## src/rtl/uart_tx_feeder.sv

```systemverilog
// Host-side byte FIFO feeding the UART TX core through its Data_Valid / P_DATA / busy handshake.
// One byte is launched at a time, and only while the TX core reports idle.
module uart_tx_feeder #(
  parameter int DATA_WIDTH = 8,
  parameter int DEPTH      = 8
) (
  input  logic                     CLK,
  input  logic                     RST,
  input  logic                     wr_en,
  input  logic [DATA_WIDTH-1:0]    wr_data,
  input  logic                     ovf_clr,
  input  logic                     busy,
  output logic [DATA_WIDTH-1:0]    P_DATA,
  output logic                     Data_Valid,
  output logic                     full,
  output logic                     empty,
  output logic [$clog2(DEPTH):0]   level,
  output logic                     overflow
);

  localparam int ADDR_WIDTH = $clog2(DEPTH);
  localparam logic [ADDR_WIDTH-1:0] PTR_ONE  = ADDR_WIDTH'(1);
  localparam logic [ADDR_WIDTH:0]   LVL_ONE  = (ADDR_WIDTH + 1)'(1);
  localparam logic [ADDR_WIDTH:0]   LVL_FULL = (ADDR_WIDTH + 1)'(DEPTH);

  typedef enum logic [1:0] {
    IDLE,
    LAUNCH,
    WAIT_BUSY,
    WAIT_DONE
  } state_t;

  state_t                  state_q, state_d;
  logic [ADDR_WIDTH-1:0]   wrPtr_q, wrPtr_d;
  logic [ADDR_WIDTH-1:0]   rdPtr_q, rdPtr_d;
  logic [ADDR_WIDTH:0]     level_q, level_d;
  logic                    overflow_q, overflow_d;
  logic [DATA_WIDTH-1:0]   pData_q, pData_d;
  logic                    dataValid_q, dataValid_d;
  logic [DATA_WIDTH-1:0]   mem [DEPTH];

  logic launch;
  logic wrAccept;

  assign full       = (level_q == LVL_FULL);
  assign empty      = (level_q == '0);
  assign level      = level_q;
  assign overflow   = overflow_q;
  assign P_DATA     = pData_q;
  assign Data_Valid = dataValid_q;

  // A launch is the only pop; a full FIFO can still take a write on that same edge.
  always_comb begin
    state_d = state_q;
    launch  = 1'b0;
    case (state_q)
      IDLE: begin
        if (!empty && !busy) begin
          launch  = 1'b1;
          state_d = LAUNCH;
        end
      end
      LAUNCH:    state_d = WAIT_BUSY;
      WAIT_BUSY: if (busy)  state_d = WAIT_DONE;
      WAIT_DONE: if (!busy) state_d = IDLE;
      default:   state_d = IDLE;
    endcase

    wrAccept = wr_en && (!full || launch);

    wrPtr_d = wrAccept ? (wrPtr_q + PTR_ONE) : wrPtr_q;
    rdPtr_d = launch   ? (rdPtr_q + PTR_ONE) : rdPtr_q;

    level_d = level_q;
    case ({wrAccept, launch})
      2'b10:   level_d = level_q + LVL_ONE;
      2'b01:   level_d = level_q - LVL_ONE;
      default: level_d = level_q;
    endcase

    overflow_d = overflow_q;
    if (ovf_clr)             overflow_d = 1'b0;
    if (wr_en && !wrAccept)  overflow_d = 1'b1;

    pData_d     = launch ? mem[rdPtr_q] : pData_q;
    dataValid_d = launch;
  end

  always_ff @(posedge CLK or negedge RST) begin
    if (!RST) begin
      state_q     <= IDLE;
      wrPtr_q     <= '0;
      rdPtr_q     <= '0;
      level_q     <= '0;
      overflow_q  <= 1'b0;
      pData_q     <= '0;
      dataValid_q <= 1'b0;
    end else begin
      state_q     <= state_d;
      wrPtr_q     <= wrPtr_d;
      rdPtr_q     <= rdPtr_d;
      level_q     <= level_d;
      overflow_q  <= overflow_d;
      pData_q     <= pData_d;
      dataValid_q <= dataValid_d;
    end
  end

  // Storage is left uncleared by reset; the level counter alone decides what is valid.
  always_ff @(posedge CLK) begin
    if (wrAccept) mem[wrPtr_q] <= wr_data;
  end

endmodule
```

## config.mk

```make
export PLATFORM = sky130hd
export DESIGN_NAME = uart_tx_feeder
export DESIGN_NICKNAME = d
export VERILOG_FILES = /design/src/rtl/uart_tx_feeder.sv
export SDC_FILE = /design/constraint.sdc
export NUM_CORES = 1
export LEC_CHECK = 0
export CORE_ASPECT_RATIO = 1.4
export CORE_UTILIZATION = 45
export CTS_BUF_LIST = sky130_fd_sc_hd__clkbuf_8
export CTS_CLUSTER_SIZE = 24
export DETAILED_ROUTE_END_ITERATION = 8
export HOLD_SLACK_MARGIN = 0.06
export SLEW_MARGIN = 20
export SYNTH_ARGS = -nofsm -noshare
export SYNTH_HDL_FRONTEND = slang
export SYNTH_SLANG_ARGS = --single-unit
```

## constraint.sdc

```tcl
create_clock -name CLK -period 5.15 [get_ports CLK]
set_clock_uncertainty 0.2 [all_clocks]
set_input_delay 0.7725 -clock CLK [delete_from_list [all_inputs] [get_ports CLK]]
set_output_delay 0.7725 -clock CLK [all_outputs]
set_load 0.05 [all_outputs]
```

==> results by group, run 1 <==
Routing
  – Vias per cell: 5.342
  – Via count: 1875
  – ANT nets after route: 0
  – DR DRC count: 0
  – Detailed Route Iter0 Violations: 127
  – Total wire length: 6113 um
  – Avg WL per Cell: 17.42 um
  – First-pass detailed-route iteration total: 4

Floorplan
  – Starting Density: 0.4621
  – Die Width: 77.39 um
  – Die Area: 0.008323 mm2
  – Num rows: 38
  – IO Pins: 29
  – Die Ht: 107.6 um
  – Core box area: 0.007750 mm2

Setup path
  – Critical path arrival: 2.31 ns
  – CP Data Required Time: 4.18 ns
  – R2r startpoint: state_q[0]
  – R2R cell count: 6
  – Setup crit end kind: output port
  – CP Class: reg -> out
  – Reg-to-reg setup timing slack: 2.47 ns
  – CP Launch Type: register
  – Crit-path max FO: 7
  – Reg2reg end: mem[4][6]

Hold path
  – Type of the worst min-delay path: in -> async

Yosys
  – Syn_nets: 232
  – Number of flops mapped to enable cells by yosys: 64
  – Synth unique cells: 41
  – Seq cells post-synth: 86
  – Register area share after synthesis: 0.6904
  – Syn avg cell area: 17.05 um2
  – Post-synthesis async set-or-reset flop share: 0.2558
  – Gate Count Post-Synth: 210
  – YS warnings: 0
  – Mapped cell area: 0.003581 mm2
  – Synth Flop Type: edfxtp_1

Final layout
  – Final Cell Area: 0.004202 mm2
  – Final nets: 268
  – Final core utilization: 0.5421
  – # fillers: 614
  – Share of cells above drive strength 1: 0.1833
  – Layout area overhead: 17.33%
  – # diodes: 0

Global routing
  – Largest net degree at the start of global routing: 24
  – Global-route wire length before repair: 9701 um
  – Vias in the first global route: 1908
  – GRT Total Usage: 0.1645
  – Initial antenna violation count: 0
  – Total grt overflow: 0

Power and ir drop
  – Sequential power share: 0.431
  – Cell Int Power: 0.001596 W
  – Combinational share of power: 0.375
  – Tot Pwr: 0.002484 W
  – Max IR drop VDD: 387.1 uV
  – Switching pwr: 0.0008882 W
  – Leak: 1.508 nW
  – Power Density: 591.2 mW/mm2
  – Sw frac: 0.3576
  – Clk pwr share: 0.194

STA
  – Crit path time final: 3.285 ns
  – Slew @ Worst Pin: 0.9338 ns
  – Hold Vio Cnt, Final: 0
  – Relative slew margins: 0.3752
  – Max Fclk: 0.3044 GHz
  – Crit share post-route: 0.6378
  – Final setup margin: 1.865 ns
  – Final setup TNS: 0 ns
  – RSZ-0062 raised after global routing: false
  – Slew Viols, Final: 0
  – Final setup vio count: 0

Clocking
  – Hold_buf cts: 0
  – Root buf cell: clkbuf_8
  – Post-cts sizing count: 0
  – Worst-Skew Late Latency: 0.34 ns
  – CTS tree: built
  – Htree depth: 3
  – Num CTS Buffers: 9
  – CTS sink cnt: 86
  – Clk pin slew, worst setup/hold paths: 0.08 ns
  – Post-CTS setup buffer count: 0
  – Clk buf depth: 2

Placement
  – Pre-CTS setup slack: 1.909 ns
  – Placed Area: 0.004000 mm2
  – DP HPWL: 4127 um
  – GP Congestion: 0.7668
  – PortBufs: 28

Status
  – Status: completed

Flow run
  – Maximum Capacitance Violations: 0
-- synthesized netlist by cell type (3+ instances only) --
| cell | n | share of area |
|---|---|---|
| nand3_1 | 5 | 0.0070 |
| ha_1 | 8 | 0.028 |
| dfrtp_1 | 22 | 0.15 |
| mux4_2 | 16 | 0.10 |
| a21oi_1 | 9 | 0.013 |
| inv_1 | 9 | 0.0094 |
| xnor2_1 | 6 | 0.015 |
| nand2_1 | 6 | 0.0063 |
| nor2_1 | 12 | 0.013 |
| mux2_2 | 3 | 0.0094 |
| edfxtp_1 | 64 | 0.54 |
| nor3_1 | 5 | 0.0070 |
| mux2i_1 | 8 | 0.022 |
-- critical path, stage by stage, from the launching register on --
cell	delay, ns
dfrtp_1	0.48
or4b_1	0.61
inv_1	0.09
clkdlybuf4s50_1	0.80
-- cell families after synthesis --
family / share of synthesized area
flip-flops: 0.6904
adder cells (fa/ha/maj): 0.03354
AO/OA/AOI/OAI: 0.03878
buffers and inverters: 0.02166
AND/OR/NAND/NOR: 0.06185
XOR/XNOR: 0.01712
multiplexers: 0.1366
-- power by group through the flow --
stage               Combinational, W  Clock [W]  Sequential, W
global placement            0.000935          0        0.00109
floorplan                   0.000568          0        0.00118
detailed placement          0.000946          0        0.00109
CTS                         0.000948   0.000493        0.00108
global route                 0.00101   0.000522        0.00110
finish                      0.000933   0.000481        0.00107
-- layout by cell type (no fill, tap or decap), types with 2 or more instances in the layout --
cell / netlist / routed
bufinv_16: 0 / 2
mux2_2: 3 / 3
o22ai_1: 2 / 2
edfxtp_1: 64 / 64
clkdlybuf4s50_1: 0 / 27
dfrtp_1: 22 / 22
xnor2_1: 6 / 6
mux4_2: 16 / 16
nand2_1: 6 / 6
nor2_1: 12 / 12
inv_1: 9 / 12
buf_4: 2 / 5
nor3_2: 0 / 2
a21oi_1: 9 / 9
o211ai_1: 2 / 2
mux2i_1: 8 / 8
nand3b_1: 2 / 2
nor3_1: 5 / 3
ha_1: 8 / 8
nand3_1: 5 / 5
clkbuf_8: 0 / 9
o21bai_1: 2 / 2
a22o_1: 2 / 2
-- final cells by class --
type | instances | area (um2) | area share
Clock buffer | 9 | 123.9 | 0.02948
Inverter | 10 | 37.54 | 0.008934
Timing Repair Buffer | 33 | 312.8 | 0.07445
Multi-Input combinational cell | 106 | 1047 | 0.2493
Tap cell | 100 | 125.1 | 0.02978
Clock inverter | 7 | 82.58 | 0.01965
Sequential cell | 86 | 2472 | 0.5884
-- flip-flops by register name, indices dropped and copies added (netlist names) --
name        cells
mem            64
P_DATA          8
level           4
rdPtr_q         3
wrPtr_q         3
state_q         2
Data_Valid      1
overflow        1
-- metrics by stage --
stage	std cells	hold slack (ns)
after global placement	335	0.3086
after floorplan	210	0.2769
after CTS	351	0.3327
after global routing	351	0.2346
after detailed placement	335	0.3168
final	351	0.2055
-- metal layers --
metal	wire [um]	GRT usage
met3	264	0.04492
met5	0	0
met4	108	0.06334
met2	3234	0.2882
met1	2505	0.1905
-- worst max path at each step --
| stage | startpoint | endpoint | slack, ns | depth (start not counted) |
|---|---|---|---|---|
| 2_1_floorplan | level[1] | level[3] | 2.21 | 9 |
| 3_3_place_gp | busy | level[3] | 1.96 | 11 |
| 3_5_place_dp | wr_en | mem[1][5] | 1.91 | 4 |
| 4_1_cts | level[1] | full | 1.84 | 3 |
| 5_1_grt | level[1] | full | 1.80 | 3 |
| 6_report | level[1] | full | 1.87 | 3 |
(Power assumes the default switching activity.)
==> run 2: changes to the inputs <==
PLACE_DENSITY = 0.67   (was default)
clock period = 2.75 ns   (was 5.15 ns; I/O delays follow)
==> run 2 against run 1 <==
Against the previous run:
- design area up 1.3%
- largest power group unchanged
- worst setup slack worse by 1.8 ns
- highest routed layer unchanged
- first-iteration DRC count up 16%
- final cell count up 2.3%
==> results by group, run 2 (same netlist as run 1, synthesis figures left out) <==
STA
  – Hold Vio Cnt, Final: 0
  – Crit share post-route: 0.9587
  – Max Fclk: 0.3793 GHz
  – Final setup TNS: 0 ns
  – Relative slew margins: 0.4780
  – Final setup vio count: 0
  – Slew @ Worst Pin: 0.7830 ns
  – Slew Viols, Final: 0
  – RSZ-0062 raised after global routing: false
  – Crit path time final: 2.636 ns

Clocking
  – Htree depth: 3
  – Hold_buf cts: 0
  – CTS sink cnt: 86
  – CTS tree: built
  – Worst-Skew Late Latency: 0.35 ns
  – Root buf cell: clkbuf_8
  – Num CTS Buffers: 9
  – Post-cts sizing count: 0
  – Clk buf depth: 2
  – Post-CTS setup buffer count: 0
  – Clk pin slew, worst setup/hold paths: 0.08 ns

Routing
  – Detailed Route Iter0 Violations: 147
  – Total wire length: 6151 um
  – Avg WL per Cell: 17.13 um
  – Vias per cell: 5.220
  – DR DRC count: 0
  – Via count: 1874
  – ANT nets after route: 0
  – First-pass detailed-route iteration total: 4

Final layout
  – Final non-filler cell total: 359
  – Final nets: 276
  – Max reg flops: 64
  – Final Cell Area: 0.004258 mm2
  – Layout area overhead: 18.90%
  – # diodes: 0
  – # fillers: 634
  – Commonest cells after routing, fill and taps aside: edfxtp_1, clkdlybuf4s50_1, dfrtp_1
  – Share of cells above drive strength 1: 0.2239
  – Commonest non-fill, non-tap cell in the layout: edfxtp_1
  – Largest reg by FF count: mem

Power and ir drop
  – Power Density: 1088 mW/mm2
  – Leak: 1.541 nW
  – Tot Pwr: 0.004633 W
  – Max IR drop VDD: 678.0 uV

Setup path
  – Setup crit end kind: output port
  – Critical path's largest stage delay: 0.86 ns
  – Crit path max-delay family: buffers and inverters
  – Highest-delay cell along the critical path: clkdlybuf4s50_1
  – CP Data Required Time: 2.14 ns
  – CP Cell Sequence: nor4_4, clkdlybuf4s50_1
  – CP Class: reg -> out
  – Worst path buffer plus inverter count: 1
  – Crit-path max FO: 6
  – Critical path arrival: 2.02 ns
  – CP Launch Type: register

Floorplan
  – Die Area: 0.008323 mm2
  – Num rows: 38
  – IO Pins: 29
  – Core box area: 0.007750 mm2
  – Die Ht: 107.6 um
  – Starting Density: 0.4621
  – Die Width: 77.39 um

Placement
  – PortBufs: 28
  – GP Congestion: 0.8141
  – DP HPWL: 4004 um
  – Placed Area: 0.004058 mm2
  – Placed insts: 343

Flow run
  – Maximum Capacitance Violations: 0

Hold path
  – Type of the worst min-delay path: in -> async

Global routing
  – Total grt overflow: 0
  – GRT Total Usage: 0.1710
  – Initial antenna violation count: 0
  – Vias in the first global route: 1990
  – Global-route wire length before repair: 10060 um
  – Largest net degree at the start of global routing: 23

Status
  – Status: completed
run 2: worst register-to-register path: stages (launching register included):
cell,delay (ns)
dfrtp_1,0.42
inv_1,0.11
ha_1,0.23
nand2b_1,0.12
nor2_2,0.15
nand2_2,0.08
inv_2,0.09
ha_4,0.21
a21oi_1,0.15
nand3_1,0.13
o22a_1,0.19
o211ai_1,0.16
run 2: per-layer routing:
layer  up-vias  part of all wire  wire length, um  GRT usage
li1        890                 -                -          -
met1       933              0.40             2470     0.1901
met2        43              0.53             3254     0.3066
met3         8             0.046              280    0.03475
met4         0             0.023              144    0.08895
met5         -                 0                0          0
run 2: cell type report:
type | count | area (um2) | share of cell area
inverter | 10 | 37.54 | 0.008816
sequential | 86 | 2476 | 0.5815
clock inverter | 5 | 48.80 | 0.01146
timing repair buffer | 41 | 375.4 | 0.08816
tap | 100 | 125.1 | 0.02939
clock buffer | 11 | 151.4 | 0.03556
multi-input combinational | 106 | 1044 | 0.2451
run 2: path summary, 6_finish.rpt:
kind / startpoint / to / slack, ns / cells after the start
worst max-delay path: level[3] / empty / 0.11 / 2
worst min-delay path: RST / state_q[1] / 0.22 / 2
worst max register to register: state_q[0] / level[3] / 0.43 / 11
worst min register to register: P_DATA[7] / P_DATA[7] / 0.33 / 2
max in group asynchronous: RST / level[2] / 1.85 / 2
min in group CLK: P_DATA[7] / P_DATA[7] / 0.33 / 2
run 2: through the flow:
step / hold WS (ns) / util / setup slack [ns]
CTS: 0.2122 / 0.5494 / 0.08350
detailed placement: 0.3184 / 0.5236 / 0.2245
global route: 0.2480 / 0.5494 / 0.04993
global placement: 0.3039 / 0.5236 / 0.3012
finish: 0.2224 / 0.5494 / 0.1136
floorplan: -0.08309 / - / 0.02707
run 2: where the power goes:
group / internal, W / total, W / switching [W]
Sequential: 0.00171 / 0.00197 / 0.000264
Clock: 0.000462 / 0.000873 / 0.000412
Combinational: 0.000815 / 0.00179 / 0.000975
Total: 0.00298 / 0.00463 / 0.00165
==> run 3: changes to the inputs <==
CAP_MARGIN = 10   (was default)
==> results of run 3 <==
No change in the layout: final DEF, timing and power equal those of run 2.
